File: src/rtl/phase_pkg.sv
// Shared types and helpers for the instruction-cycle phase sequencer.
package phase_pkg;

  typedef enum logic [1:0] {
    IDLE  = 2'd0,
    RUN   = 2'd1,
    PAUSE = 2'd2
  } state_t;

  localparam int DEFAULT_N_PH = 5;
  localparam int MAX_PH       = 64;

  // Binary position of the set bit; 0 for an all-zero vector.
  function automatic int unsigned onehot_to_idx(input logic [MAX_PH-1:0] vec);
    int unsigned idx;
    idx = 0;
    for (int i = 0; i < MAX_PH; i++) begin
      if (vec[i]) idx = i;
    end
    return idx;
  endfunction

endpackage

File: src/rtl/phase_start_sync.sv
// Synchronises the asynchronous run request and turns its rising edge into a
// single-cycle start pulse.
module phase_start_sync #(
  parameter int SYNC_STAGES = 2
) (
  input  logic clk,
  input  logic n_rst,
  input  logic run_req,
  output logic start_pulse
);

  logic [SYNC_STAGES-1:0] sync_reg;
  logic                   edge_reg;

  // Clearing edge_reg in reset makes a request already high at release look new.
  always_ff @(posedge clk) begin
    if (!n_rst) begin
      sync_reg <= '0;
      edge_reg <= 1'b0;
    end else begin
      sync_reg <= {sync_reg[SYNC_STAGES-2:0], run_req};
      edge_reg <= sync_reg[SYNC_STAGES-1];
    end
  end

  assign start_pulse = sync_reg[SYNC_STAGES-1] & ~edge_reg;

endmodule

File: src/rtl/phase_seq.sv
// One-hot instruction-cycle phase generator with stall hold, single-step pause
// and a completed-cycle counter.
module phase_seq
  import phase_pkg::*;
#(
  parameter int N_PH        = DEFAULT_N_PH,
  parameter int SYNC_STAGES = 2,
  parameter int CNT_W       = 16
) (
  input  logic                    clk,
  input  logic                    n_rst,
  input  logic                    run_req,
  input  logic                    hlt,
  input  logic                    stall,
  input  logic                    step_mode,
  input  logic                    step,
  output logic [N_PH-1:0]         phase,
  output logic [$clog2(N_PH)-1:0] ph_idx,
  output logic                    running,
  output logic                    cycle_end,
  output logic [CNT_W-1:0]        cyc_cnt
);

  localparam int IDX_W = $clog2(N_PH);
  localparam logic [N_PH-1:0] FETCH = N_PH'(1);

  state_t            state_reg, state_next;
  logic [N_PH-1:0]   phase_reg, phase_next;
  logic [CNT_W-1:0]  cnt_reg, cnt_next;
  logic              start_pulse;

  phase_start_sync #(
    .SYNC_STAGES(SYNC_STAGES)
  ) u_start_sync (
    .clk        (clk),
    .n_rst      (n_rst),
    .run_req    (run_req),
    .start_pulse(start_pulse)
  );

  always_ff @(posedge clk) begin
    if (!n_rst) begin
      state_reg <= IDLE;
      phase_reg <= '0;
      cnt_reg   <= '0;
    end else begin
      state_reg <= state_next;
      phase_reg <= phase_next;
      cnt_reg   <= cnt_next;
    end
  end

  always_comb begin
    state_next = state_reg;
    phase_next = phase_reg;
    cnt_next   = cnt_reg;
    unique case (state_reg)
      IDLE: begin
        // A start coinciding with hlt is dropped; the edge flop has consumed it.
        if (!hlt && start_pulse) begin
          state_next = RUN;
          phase_next = FETCH;
        end
      end
      RUN: begin
        if (hlt) begin
          state_next = IDLE;
          phase_next = '0;
        end else if (!stall) begin
          if (phase_reg[N_PH-1]) begin
            cnt_next = cnt_reg + CNT_W'(1);
            if (step_mode) begin
              state_next = PAUSE;
              phase_next = '0;
            end else begin
              phase_next = FETCH;
            end
          end else begin
            phase_next = {phase_reg[N_PH-2:0], 1'b0};
          end
        end
      end
      PAUSE: begin
        if (hlt) begin
          state_next = IDLE;
        end else if (step || !step_mode) begin
          state_next = RUN;
          phase_next = FETCH;
        end
      end
      default: begin
        state_next = IDLE;
        phase_next = '0;
      end
    endcase
  end

  assign running   = (state_reg == RUN);
  assign phase     = phase_reg;
  assign ph_idx    = running ? IDX_W'(onehot_to_idx(MAX_PH'(phase_reg))) : '0;
  assign cycle_end = running & phase_reg[N_PH-1] & ~stall & ~hlt;
  assign cyc_cnt   = cnt_reg;

endmodule

File: config.mk
export PLATFORM = sky130hd
export DESIGN_NAME = phase_seq
export DESIGN_NICKNAME = d
export VERILOG_FILES = /design/src/rtl/phase_pkg.sv /design/src/rtl/phase_start_sync.sv /design/src/rtl/phase_seq.sv
export SDC_FILE = /design/constraint.sdc
export NUM_CORES = 1
export LEC_CHECK = 0
export ABC_AREA = 1
export CAP_MARGIN = 40
export CORE_MARGIN = 5
export CORE_UTILIZATION = 48
export DETAILED_ROUTE_END_ITERATION = 12
export PLACE_DENSITY = 0.85
export SLEW_MARGIN = 20
export SYNTH_ARGS = -nofsm -noshare
export SYNTH_HDL_FRONTEND = slang
export SYNTH_SLANG_ARGS = --single-unit
File: constraint.sdc
create_clock -name clk -period 1.7 [get_ports clk]
set_clock_uncertainty 0.2 [all_clocks]
set_input_delay 0.34 -clock clk [delete_from_list [all_inputs] [get_ports clk]]
set_output_delay 0.34 -clock clk [all_outputs]
set_load 0.05 [all_outputs]
==> results of run 1 <==
[timing repair]
action                                  in CTS  in global routing
hold buffers                                 0                  0
endpoints found under the setup margin       6                 13
pin swaps                                    2                  2
setup buffers                                6                  0
hold endpoints to repair                     0                  0
resized for setup                           14                 11
[layout by cell type, fill, tap and decap left out, types with 2 or more instances in the layout]
cell,count
a21oi_1,7
buf_12,26
buf_4,19
clkbuf_4,3
clkdlybuf4s50_1,4
dfxtp_1,17
dfxtp_2,4
dfxtp_4,5
inv_1,27
inv_2,2
inv_4,3
nand2_1,47
nand2_2,4
nand2_4,2
nand3_1,9
nand3_4,2
nand4_1,2
nor2_1,44
nor2_2,5
nor3_1,8
o21ai_0,4
o21bai_1,2
xor2_1,2
[critical path, delay by kind of cell, from the launching register on]
kind            cells  cell delay (ns)
buf+inv             2             0.25
compound gates      1             0.19
flops               1             0.36
simple gates        1             0.08
[layer usage]
metal  wire length, um  part of all wire (%)  vias up
met5                 0                     0        -
met3               214                   6.1        8
li1                  -                     -      750
met1              1460                    41      647
met4                62                   1.8        0
met2              1790                    51       53
[logic make-up after synthesis]
logic type / after synthesis / share of synthesized area, %
simple gates: 128 / 41.1
buf+inv: 36 / 11.0
flops: 26 / 39.0
compound gates: 16 / 6.74
xor+xnor: 2 / 1.31
fa+ha+maj: 1 / 0.936
[how the worst max path moves through the flow]
| stage | from | to | slack (ns) | cells after the start |
|---|---|---|---|---|
| 4_1_cts | phase[4] | cycle_end | -0.05 | 3 |
| 6_report | state_reg[1] | ph_idx[1] | -0.04 | 4 |
| 3_3_place_gp | stall | cyc_cnt[14] | -0.26 | 9 |
| 3_5_place_dp | hlt | cyc_cnt[14] | -0.32 | 9 |
| 2_1_floorplan | phase[2] | ph_idx[1] | -0.02 | 2 |
| 5_1_grt | state_reg[1] | ph_idx[1] | -0.11 | 4 |
[power groups by stage]
stage / Combinational, mW / Clock [mW] / Sequential, mW
after floorplan: 0.468 / 0 / 0.911
after global placement: 0.955 / 0 / 0.798
after detailed placement: 0.983 / 0 / 0.802
after CTS: 1.10 / 0.279 / 0.793
after global routing: 1.22 / 0.310 / 0.825
final: 1.13 / 0.268 / 0.809
[per-stage QoR]
step	power (mW)	instance area [um^2]	util [%]	instances
2_1_floorplan	1.38	1380	-	209
3_3_place_gp	1.75	2070	76.5	282
3_5_place_dp	1.78	2070	76.5	282
4_1_cts	2.18	2180	80.3	292
5_1_grt	2.35	2220	81.8	292
6_report	2.21	2220	81.8	292
[area by class of cell]
| type | count | area share, % |
|---|---|---|
| multi-input combinational | 147 | 33.5 |
| timing repair buffer | 52 | 33.2 |
| sequential | 26 | 24.6 |
| inverter | 32 | 5.76 |
| tap | 31 | 1.75 |
| clock buffer | 4 | 1.19 |
==> metrics.cfg, run 1 <==
[status]
status=finished, violations left
violations=setup timing

[timing]
timing.final.crit_share_pct=102
rsz0062_at_grt=true
worstMarginPinSlew_ns=0.368
tns_ns=-0.0672
maxSlewHeadroom_pct=75.2
max_freq_ghz=0.575
finalHoldViolations=0
fin_ws_ns=-0.0404
slew_violations=0
whs_ns=0.227
finalSetupViolations=2
period_minus_slack_ns=1.74

[drt]
vias_per_cell=4.99
drt-total-wl_um=3520
drcViolationCount=0
drt_iter0_drc=59
num_vias=1458
first_pass_iters=4
postRouteAntennaNets=0
wl_per_cell_um=12.1

[synth]
synth_edf_count=0
ys_seq_elements=26
synth_top_area_cell=dfxtp_1
syn_nets=217
yosysSeqAreaShare_pct=39.0
yosys-top-cells-area=dfxtp_1, nand2_1, nor2_1
syn_area_mm2=0.00134
yosysWarnings=0
ys.flop_type=dfxtp_1
syn_area_per_cell_um2=6.39
yosysUniqueCellTypes=25
async_flop_share_pct=0
synth_common_cells=nand2_1, nor2_1, inv_1
synth_top_area_share_pct=39.0
syn_inst=209
synthMostInstantiatedCell=nand2_1

[hold_path]
min_path_type=flop to flop
whs_path_depth=2
whs_endpoint=u_start_sync.sync_reg[1]
hp-start=u_start_sync.sync_reg[0]

[global_route]
use_met2_pct=32.0
overflow=0
grt_pass1_vias=1460
met3_usage_pct=6.12
grt_max_degree=15
grt.busiest_layer=met2
grt_pass1_wl_um=6190
antenna_found_initial=0
grt_usage_pct=18.7
grt_use_met1_pct=21.5

[finish]
largest_reg_flops=16
fillers=179
synthToLayoutAreaGrowth_pct=65.8
seq_area_um2=544
nets=270
multi_input_area_um2=743
antenna_cells=0
layout-drive-gt1-share_pct=31.0

[power]
clkPwrFrac_pct=12.1
combPwrFrac_pct=51.3
irDropWorstVdd_v=0.00141
p_int_mw=1.27
p_switching_uw=936
seq_power_share_pct=36.6
power_density_mw_per_mm2=998
p_sw_share_pct=42.4
cellLeakagePower_nw=0.981

[floorplan]
core-area_mm2=0.00271
die_h_um=62.8
initial_utilization_pct=49.3
die_w_um=62.8
pin_count=33
die_area_mm2=0.00394
rows=19

[clock_network]
clock_path_buffers=2
clk_pin_slew_ns=0.13
clock_latency_ns=0.32
cts-root-buf=clkbuf_4
cts_sinks=26
cts_tree=done
numCtsBuffers=3
h-tree-depth=1

[critical_path]
worstPathArrival_ns=1.20
critPathSlowestCell=dfxtp_2
critical_path.cell_chain=inv_4 > nand2_4 > a211oi_4 > buf_12
path_class=flop to output pin
cpPeakStageDelay_ns=0.36
timing.rr.end=phase[3]
r2r-start=state_reg[1]
end_kind=output pin
worst_ep_required_time_ns=1.16
cp-start-kind=flop
reg2reg_slack_ns=0.11
cp_max_fo=4
worst_r2r_path_depth=9

[flow_run]
max_cap_violations=0

[placed_design]
numPortBuffers=32
dp_slack_ns=-0.320
place.gp.congestion=0.899
dp_hpwl_um=2590

No activity file was read; power rests on OpenSTA's default activity.
==> run 2, diff against run 1 <==
--- a/config.mk
+++ b/config.mk
@@ -8,10 +8,11 @@
 export ABC_AREA = 1
 export CAP_MARGIN = 40
 export CORE_MARGIN = 5
-export CORE_UTILIZATION = 48
+export CORE_UTILIZATION = 49
 export DETAILED_ROUTE_END_ITERATION = 12
-export PLACE_DENSITY = 0.85
-export SLEW_MARGIN = 20
+export PLACE_DENSITY = 0.86
+export SLEW_MARGIN = 15
 export SYNTH_ARGS = -nofsm -noshare
 export SYNTH_HDL_FRONTEND = slang
+export SYNTH_HIERARCHICAL = 1
 export SYNTH_SLANG_ARGS = --single-unit
==> constraint.sdc (replaced) <==
create_clock -name clk -period 1.9 [get_ports clk]
set_clock_uncertainty 0.2 [all_clocks]
set_input_delay 0.38 -clock clk [delete_from_list [all_inputs] [get_ports clk]]
set_output_delay 0.38 -clock clk [all_outputs]
set_load 0.05 [all_outputs]
==> run 2 against run 1 <==
  * The flow now finishes without violations
  * Clock-buffer cell count stayed put
  * Global-route usage shrank 1.2 points
  * Power fell by 1.6%
  * Design area fell by 12%
  * Sequential cell count unchanged
  * Non-clock buffer count down 8
==> metrics.cfg, run 2 <==
[placed_design]
place.gp.congestion=0.816  ; -9.2%
numPortBuffers=32  ; unchanged
dp_hpwl_um=2500  ; -3.2%
dp_slack_ns=-0.113  ; +0.207 ns

[critical_path]
critPathSlowestCell=dfxtp_4
worstPathArrival_ns=1.29  ; +0.09 ns
worst_r2r_path_depth=10  ; +1
r2r-start=state_reg[1]
critical_path.cell_chain=buf_4 > a211oi_4 > buf_12
cp-start-kind=flop
timing.rr.end=cyc_cnt[11]
worst_ep_required_time_ns=1.32  ; +0.16 ns
cp_max_fo=4  ; unchanged
end_kind=output pin
setup.worst_path.start=phase[4]
reg2reg_slack_ns=0.21  ; +0.10 ns
path_class=flop to output pin
cpPeakStageDelay_ns=0.38  ; +0.02 ns
cp-endpoint=ph_idx[1]

[synth]
ys.flop_type=dfxtp_1
yosysWarnings=6  ; +6
synth_edf_count=0  ; unchanged
synth_common_cells=nand2_1, nor2_1, inv_1
yosysUniqueCellTypes=23  ; -8.0%
ys_seq_elements=26  ; unchanged
synth_top_area_cell=dfxtp_1
syn_inst=214  ; +2.4%
syn_area_per_cell_um2=6.40  ; +0.13%
syn_nets=222  ; +2.3%
synth_top_area_share_pct=38.0  ; -0.96 points
async_flop_share_pct=0  ; unchanged
syn_area_mm2=0.00137  ; +2.5%
synthMostInstantiatedCell=nand2_1
yosys-top-cells-area=dfxtp_1, nand2_1, nor2_1
yosysSeqAreaShare_pct=38.0  ; -0.96 points

[timing]
worstMarginPinSlew_ns=0.257  ; -0.111 ns
period_minus_slack_ns=1.87
finalSetupViolations=0  ; -2
fin_ws_ns=0.0324  ; +0.0728 ns
timing.final.crit_share_pct=98.3
whs_ns=0.225  ; -0.00210 ns
slew_violations=0  ; unchanged
finalHoldViolations=0  ; unchanged
maxSlewHeadroom_pct=82.8  ; +7.7 points
max_freq_ghz=0.535
tns_ns=0  ; +0.0672 ns
rsz0062_at_grt=true

[floorplan]
pin_count=33  ; unchanged
die_w_um=62.9  ; +0.18%
die_area_mm2=0.00395  ; +0.37%
die_h_um=62.9  ; +0.18%
core-area_mm2=0.00271  ; unchanged
rows=19  ; unchanged
initial_utilization_pct=50.6  ; +1.2 points

[clock_network]
h-tree-depth=1  ; unchanged
clock_path_buffers=2  ; unchanged
clk_pin_slew_ns=0.14  ; about the same
cts_tree=done
cts_sinks=26  ; unchanged
holdBufCountCts=0  ; unchanged
clock_latency_ns=0.33  ; about the same
cts-root-buf=clkbuf_4
numCtsBuffers=3  ; unchanged

[global_route]
antenna_found_initial=0  ; unchanged
overflow=0  ; unchanged
grt_pass1_wl_um=5730  ; -7.5%
grt_pass1_vias=1338  ; -8.4%
grt_max_degree=26  ; +11
grt_usage_pct=17.5  ; -1.2 points

[drt]
postRouteAntennaNets=0  ; unchanged
drt_iter0_drc=81  ; +37%
first_pass_iters=4  ; unchanged
wl_per_cell_um=11.7  ; -3.2%
vias_per_cell=4.96  ; -0.69%
num_vias=1433  ; -1.7%
drt-total-wl_um=3380  ; -4.2%
drcViolationCount=0  ; unchanged

[finish]
fillers=234  ; +31%
nets=267  ; -1.1%
antenna_cells=0  ; unchanged
largest_reg_flops=16  ; unchanged
synthToLayoutAreaGrowth_pct=41.6
layout_common_cells=nand2_1, nor2_1, inv_1
layout-drive-gt1-share_pct=24.4  ; -6.6 points
final_util_pct=71.6  ; -10 points
final_common_cell=nand2_1

[status]
status=complete, no violations

[power]
total_power_mw=2.17  ; -1.6%
irDropWorstVdd_v=0.00116  ; -17%
cellLeakagePower_nw=0.881  ; -10%
power_density_mw_per_mm2=1120  ; +12%

[flow_run]
max_cap_violations=0  ; unchanged

[hold_path]
min_path_type=flop to flop

## run 2: cell count changes in the layout (fill, tap and decap cells not counted), moves of 5 or more
| cell | before | now |
|---|---|---|
| buf_12 | 26 | 10 |
| buf_4 | 19 | 28 |
| dfxtp_1 | 17 | 22 |
| inv_1 | 27 | 33 |
| o21ai_0 | 4 | 14 |
## run 2: kinds of logic after synthesis
kind of cell             after synthesis  share of synthesized area (%)
adder cells (fa/ha/maj)                1                          0.913
buffers and inverters                 40                           11.6
XOR/XNOR                               1                          0.639
flip-flops                            26                           38.0
AND/OR/NAND/NOR                      121                           39.4
AO/OA/AOI/OAI                         25                           9.50
## run 2: final cells by class
class	count	area [um^2]	area share [%]
well taps	31	38.8	2.00
clock buffers	4	36.3	1.87
inverters	36	138	7.09
multi-input cells	148	727	37.5
repair buffers	44	470	24.2
flip-flops and latches	26	531	27.3
## run 2: stage by stage
| stage | std cells | instance area, um^2 |
|---|---|---|
| floorplan | 214 | 1390 |
| CTS | 287 | 1920 |
| detailed placement | 283 | 1860 |
| global placement | 283 | 1860 |
| global route | 289 | 1940 |
| finish | 289 | 1940 |
## run 2: worst min path at each step
stage | start | end | slack, ns | cells after the start
3_3_place_gp | u_start_sync/sync_reg[0] | u_start_sync/sync_reg[1] | 0.20 | 2
5_1_grt | u_start_sync/sync_reg[0] | u_start_sync/sync_reg[1] | 0.25 | 2
4_1_cts | u_start_sync/sync_reg[0] | u_start_sync/sync_reg[1] | 0.23 | 2
6_report | u_start_sync/sync_reg[0] | u_start_sync/sync_reg[1] | 0.22 | 2
3_5_place_dp | u_start_sync/sync_reg[0] | u_start_sync/sync_reg[1] | 0.21 | 2
2_1_floorplan | u_start_sync/sync_reg[0] | u_start_sync/sync_reg[1] | 0.19 | 2
## run 2: power breakdown
| part | switching (mW) | leakage [nW] | internal [mW] |
|---|---|---|---|
| clock | 0.172 | 0.0210 | 0.117 |
| sequential | 0.0947 | 0.213 | 0.641 |
| combinational | 0.738 | 0.647 | 0.412 |
| total | 1.00 | 0.881 | 1.17 |
## run 2: what timing repair did
item                       CTS  global route
setup endpoints to repair    3             2
gates resized for setup      7             4
pin swaps                    2             1
setup buffers                1             2
## run 2: metal layers
layer  part of all wire, %  wire length, um  track usage, %  up-vias
li1                      -                -               -      750
met1                    46             1550            22.0      646
met2                    48             1620            28.5       30
met3                   3.6              122            3.24        7
met4                   2.4               80            8.22        0
met5                     0                0               0        -
## run 2: critical path, delay by kind of cell, from the launching register on
family                 cells  cell delay, ns
flip-flops                 1            0.38
buffers and inverters      2            0.34
AO/OA/AOI/OAI              1            0.24
==> variant 1: new RTL, config.mk and constraints of run 1 <==
Change the package constant `DEFAULT_N_PH` from 5 to 6.
--- a/src/rtl/phase_pkg.sv
+++ b/src/rtl/phase_pkg.sv
@@ -7,7 +7,7 @@
     PAUSE = 2'd2
   } state_t;
 
-  localparam int DEFAULT_N_PH = 5;
+  localparam int DEFAULT_N_PH = 6;
   localparam int MAX_PH       = 64;
 
   // Binary position of the set bit; 0 for an all-zero vector.
Ports: changed (resized phase); port bits go from 33 to 34. No check against the original RTL was run, so the function may have changed too.
==> variant 1 against run 1 <==
The flow still finishes with violations (setup timing); area after synthesis up 9.0%; design area up 8.2%; highest routed layer unchanged; register-to-register slack worse by 30 ps; largest cell class unchanged; sequential cell count up 1; routed wire length up 14%; setup slack worse by 170 ps; global-route usage down 0.40 points.
Power is not compared: it rests on default switching activity, and its combinational part moved more than twofold at a synthesized area within 25%.
==> variant 1: results <==
group,metric,value,unit
status,outcome,"complete, but fails checks",
status,violations,"setup timing",
yosys,synthArstFlopShare,0,%
yosys,synthTopCellsByArea,"dfxtp_1 37%, nand2_1 11%, nor2_1 9.8%, inv_1 8.5%, a21oi_1 4.1%",
yosys,synth_common_cells,"44 x nand2_1, 38 x nor2_1, 33 x inv_1",
power_and_ir_drop,ir_worst_vdd,0.000384,V
power_and_ir_drop,leakage,1.02,nW
setup_path,crit_fanout,3,
clocking,insertion_delay,330,ps
placed_design,place_area,2280,µm²
grt,grt_pass1_wl,6270,µm
sta,setup_tns,-608,ps
yosys,yosysWarnings,0,
grt,grt.total_usage,18.3,%
clocking,htree_levels,1,
hold_path,min_path_type,"reg -> reg",
yosys,synth-main-ff-cell,"dfxtp_1",
layout,nNetsFinal,278,
layout,largest_reg_flops,16,
hold_path,holdPathStages,2,
clocking,cts_buffers,3,
setup_path,ff2ff_setup_slack,80,ps
grt,grt_pass1_vias,1505,
layout,drive_above_1_share,34.9,%
layout,antenna_cells,0,
setup_path,rr_startpoint,"cyc_cnt[1]",
placed_design,gp_congestion,0.931,
setup_path,rr_worst_depth,7,
setup_path,arrival,1370,ps
clocking,clock_path_buffers,2,
drt,routedWlPerCell,13.3,µm
drt,drt-initial-drc-count,102,
drt,num_vias,1579,
hold_path,holdPathEnd,"u_start_sync.sync_reg[1]",
grt,antenna_found_initial,0,
clocking,clkTransAtPathRegs,130,ps
yosys,ys_seq_area_share,37.1,%
placed_design,hpwl,2850,µm
grt,grt_max_degree,15,
sta,slew_headroom,73.7,%
yosys,synth.distinct_cells,29,
hold_path,hold_start,"u_start_sync.sync_reg[0]",
clocking,clock-root-buffer,"clkbuf_4",
placed_design,place_ws,-291,ps
sta,fin_ws,-209,ps
placed_design,port_buffers,33,
yosys,synthesis.nets,221,
setup_path,timing.rr.end,"cyc_cnt[12]",
drt,dr.pass1.iters,4,
sta,final-setup-viol-count,5,
-- variant 1: per-stage QoR --
step / hold WS [ps] / cells
6_report: 229 / 302
5_1_grt: 260 / 302
3_3_place_gp: 195 / 291
4_1_cts: 234 / 299
3_5_place_dp: 206 / 291
2_1_floorplan: 190 / 213
-- variant 1: worst max-delay path by stage --
stage	slack [ps]	depth (start not counted)	startpoint	endpoint
detailed placement	-290	6	hlt	phase[1]
floorplan	-90	2	phase[2]	ph_idx[1]
global route	-250	4	state_reg[1]	ph_idx[1]
global placement	-230	6	hlt	cycle_end
finish	-210	4	state_reg[1]	ph_idx[1]
CTS	-210	5	state_reg[1]	ph_idx[0]
-- variant 1: layer usage --
metal | routed length [µm] | vias up | part of all wire, % | track usage, %
met5 | 0 | - | 0 | 0
met4 | 68 | 0 | 1.7 | 6.48
met3 | 159 | 10 | 4.0 | 2.43
met2 | 2130 | 50 | 53 | 33.2
met1 | 1660 | 738 | 41 | 21.9
li1 | - | 781 | - | -
-- variant 1: logic make-up (layout without fill, tap and decap cells) --
kind of cell | Yosys count | in the layout | synth area share, %
fa+ha+maj | 1 | 1 | 0.859
xor+xnor | 3 | 3 | 1.80
flops | 27 | 27 | 37.1
compound gates | 28 | 28 | 10.4
simple gates | 116 | 116 | 39.4
buf+inv | 38 | 94 | 10.4
-- variant 1: power by group --
group	switching, mW	internal [mW]
Combinational	0.166	0.124
Sequential	0.0267	0.647
Clock	0.188	0.0922
-- variant 1: critical path: stages (launching register included) --
cell       delay, ps
dfxtp_2          370
inv_4             80
nand2_4           60
a2111oi_4        340
buf_12           180
-- variant 1: area by class of cell --
cell class                      count  area [µm²]
Fill cell                         175         579
Clock buffer                        4        26.3
Multi-Input combinational cell    148         842
Timing Repair Buffer               55         783
Tap cell                           33        41.3
Inverter                           35         136
Sequential cell                    27         569
-- variant 1: timing repair --
| item | in CTS | in global routing |
|---|---|---|
| endpoints found under the setup margin | 5 | 7 |
| buffers inserted | 4 | 4 |
| pin swaps | 5 | 6 |
| gates cloned | 0 | 0 |
| gates resized for setup | 8 | 7 |
==> variant 2: new RTL, settings of run 1 <==
Without the edit above. The 3 states of `state_t` get a one-hot encoding in 3 bits.
--- a/src/rtl/phase_pkg.sv
+++ b/src/rtl/phase_pkg.sv
@@ -1,10 +1,10 @@
 // Shared types and helpers for the instruction-cycle phase sequencer.
 package phase_pkg;
 
-  typedef enum logic [1:0] {
-    IDLE  = 2'd0,
-    RUN   = 2'd1,
-    PAUSE = 2'd2
+  typedef enum logic [2:0] {
+    IDLE  = 3'b001,
+    RUN   = 3'b010,
+    PAUSE = 3'b100
   } state_t;
 
   localparam int DEFAULT_N_PH = 5;
Function: no difference found for any inputs over 10 cycles, from zero or initial values and one cycle with n_rst low; not proved beyond that.
==> variant 2 against run 1 <==
The run still ends with setup timing left; core utilization grew 2.2 points; routed wire length up 34%; fmax fell by 4.1%; critical path depth is the same; setup slack lost 74 ps; count of clock-buffer cells in the layout is the same; non-clock buffer count grew 13; first-iteration DRC count rose to 3.2 times the old value; sequential power grew 7.8%; sequential share of layout area fell by 2.2 points; sequential cell count rose by 1; total power rose by 26%; design area up 15%; area after synthesis is 12% higher; critical path type unchanged.
==> variant 2: results <==
group,metric,value,unit
status,violations,"setup timing",
grt,grt_max_degree,21,
grt,grt_pass1_wl,7050,µm
yosys,synth-main-ff-cell,"dfxtp_1",
sta,worstMarginPinSlew,328,ps
grt,grt.total_usage,20.3,%
setup_path,cpLargestDelayFamily,"flip-flops",
drt,drt-initial-drc-count,189,
setup_path,startpoint,"state_reg[2]",
sta,hold_slack,231,ps
clocking,htree_levels,1,
power_and_ir_drop,powerDensity,1100,nW/µm²
grt,use_met2,37.0,%
yosys,synth.distinct_cells,23,
drt,viasPerCell,5.12,
yosys,ys_ff_latch,27,
grt,gr-usage-met3,2.89,%
grt,grt_pass1_vias,1619,
yosys,synthesis.nets,248,
grt,grt_util_met1,24.8,%
clocking,clock_path_buffers,2,
yosys,synthTopCellsByArea,"dfxtp_1 36%, nand2_1 16%, nor2_1 13%, inv_1 6.5%, nand3_1 6.0%",
layout,antenna_cells,0,
sta,final-setup-viol-count,5,
placed_design,hpwl,3050,µm
layout,nNetsFinal,315,
layout,drive_above_1_share,37.9,%
setup_path,timing.rr.end,"state_reg[2]",
status,outcome,"complete, but fails checks",
yosys,ys_seq_area_share,36.0,%
yosys,synthArstFlopShare,0,%
setup_path,arrival,1270,ps
power_and_ir_drop,ir_worst_vdd,0.00127,V
grt,antenna_found_initial,0,
setup_path,ff2ff_setup_slack,20,ps
hold_path,holdPathStages,2,
drt,totalWireLength,4730,µm
setup_path,cp_slowest_stage_delay,390,ps
placed_design,place_area,2270,µm²
hold_path,holdPathEnd,"u_start_sync.sync_reg[1]",
setup_path,cp-endpoint,"ph_idx[1]",
placed_design,gp_congestion,0.931,
setup_path,critPathSlowestCell,"dfxtp_4",
layout,fillers,142,
sta,fin_ws,-115,ps
setup_path,crit_fanout,4,
setup_path,rr_worst_depth,10,
yosys,yosysWarnings,0,
power_and_ir_drop,leakage,1.07,nW
yosys,synth_common_cells,"65 x nand2_1, 52 x nor2_1, 27 x dfxtp_1",
clocking,clkTransAtPathRegs,150,ps
-- variant 2: changes by cell type in the layout (fill, tap and decap cells not counted), moves of 4 or more --
cell | run 1 | this run
nor2_4 | 1 | 6
a21oi_1 | 7 | 12
dfxtp_2 | 4 | 8
nand2_1 | 47 | 62
inv_2 | 2 | 6
nor2_2 | 5 | 12
inv_1 | 27 | 20
nand3_1 | 9 | 18
buf_4 | 19 | 30
-- variant 2: area by class of cell --
type                            instances  share of cell area (%)
Clock buffer                            4                    1.03
Inverter                               29                    4.68
Multi-Input combinational cell        181                    36.1
Sequential cell                        27                    22.4
Tap cell                               44                    2.17
Timing Repair Buffer                   65                    33.6
-- variant 2: routing by layer --
metal	part of all wire, %	vias up
met1	40	833
met3	5.5	6
met2	54	72
met4	0.63	0
met5	0	-
li1	-	880
-- variant 2: tightest hold or removal path, cell delays in order, from the launching register on --
cell     delay (ps)
dfxtp_1         320
nand2_1          50
inv_1            30
-- variant 2: per-stage QoR --
stage	std cells	TNS, ps	worst slack [ps]
floorplan	240	-155	-155
global placement	328	-3170	-201
detailed placement	328	-3860	-222
CTS	345	-279	-102
global route	350	-1060	-178
finish	350	-397	-115
-- variant 2: timing repair --
action                                  CTS  global route
setup buffers                            13             5
endpoints found under the setup margin    7            21
pin swaps                                 7             3
hold buffers                              0             0
gates resized for setup                  17            22
-- variant 2: kinds of logic (layout without fill, tap and decap cells) --
logic type      count (synthesis)  in the layout  synth area share (%)
buf+inv                        32             98                  8.67
simple gates                  163            163                  48.5
compound gates                 17             17                  5.92
flops                          27             27                  36.0
fa+ha+maj                       1              1                 0.834
-- variant 2: power breakdown --
group	switching (mW)	internal [mW]
clock	0.189	0.0922
sequential	0.122	0.750
combinational	0.943	0.699
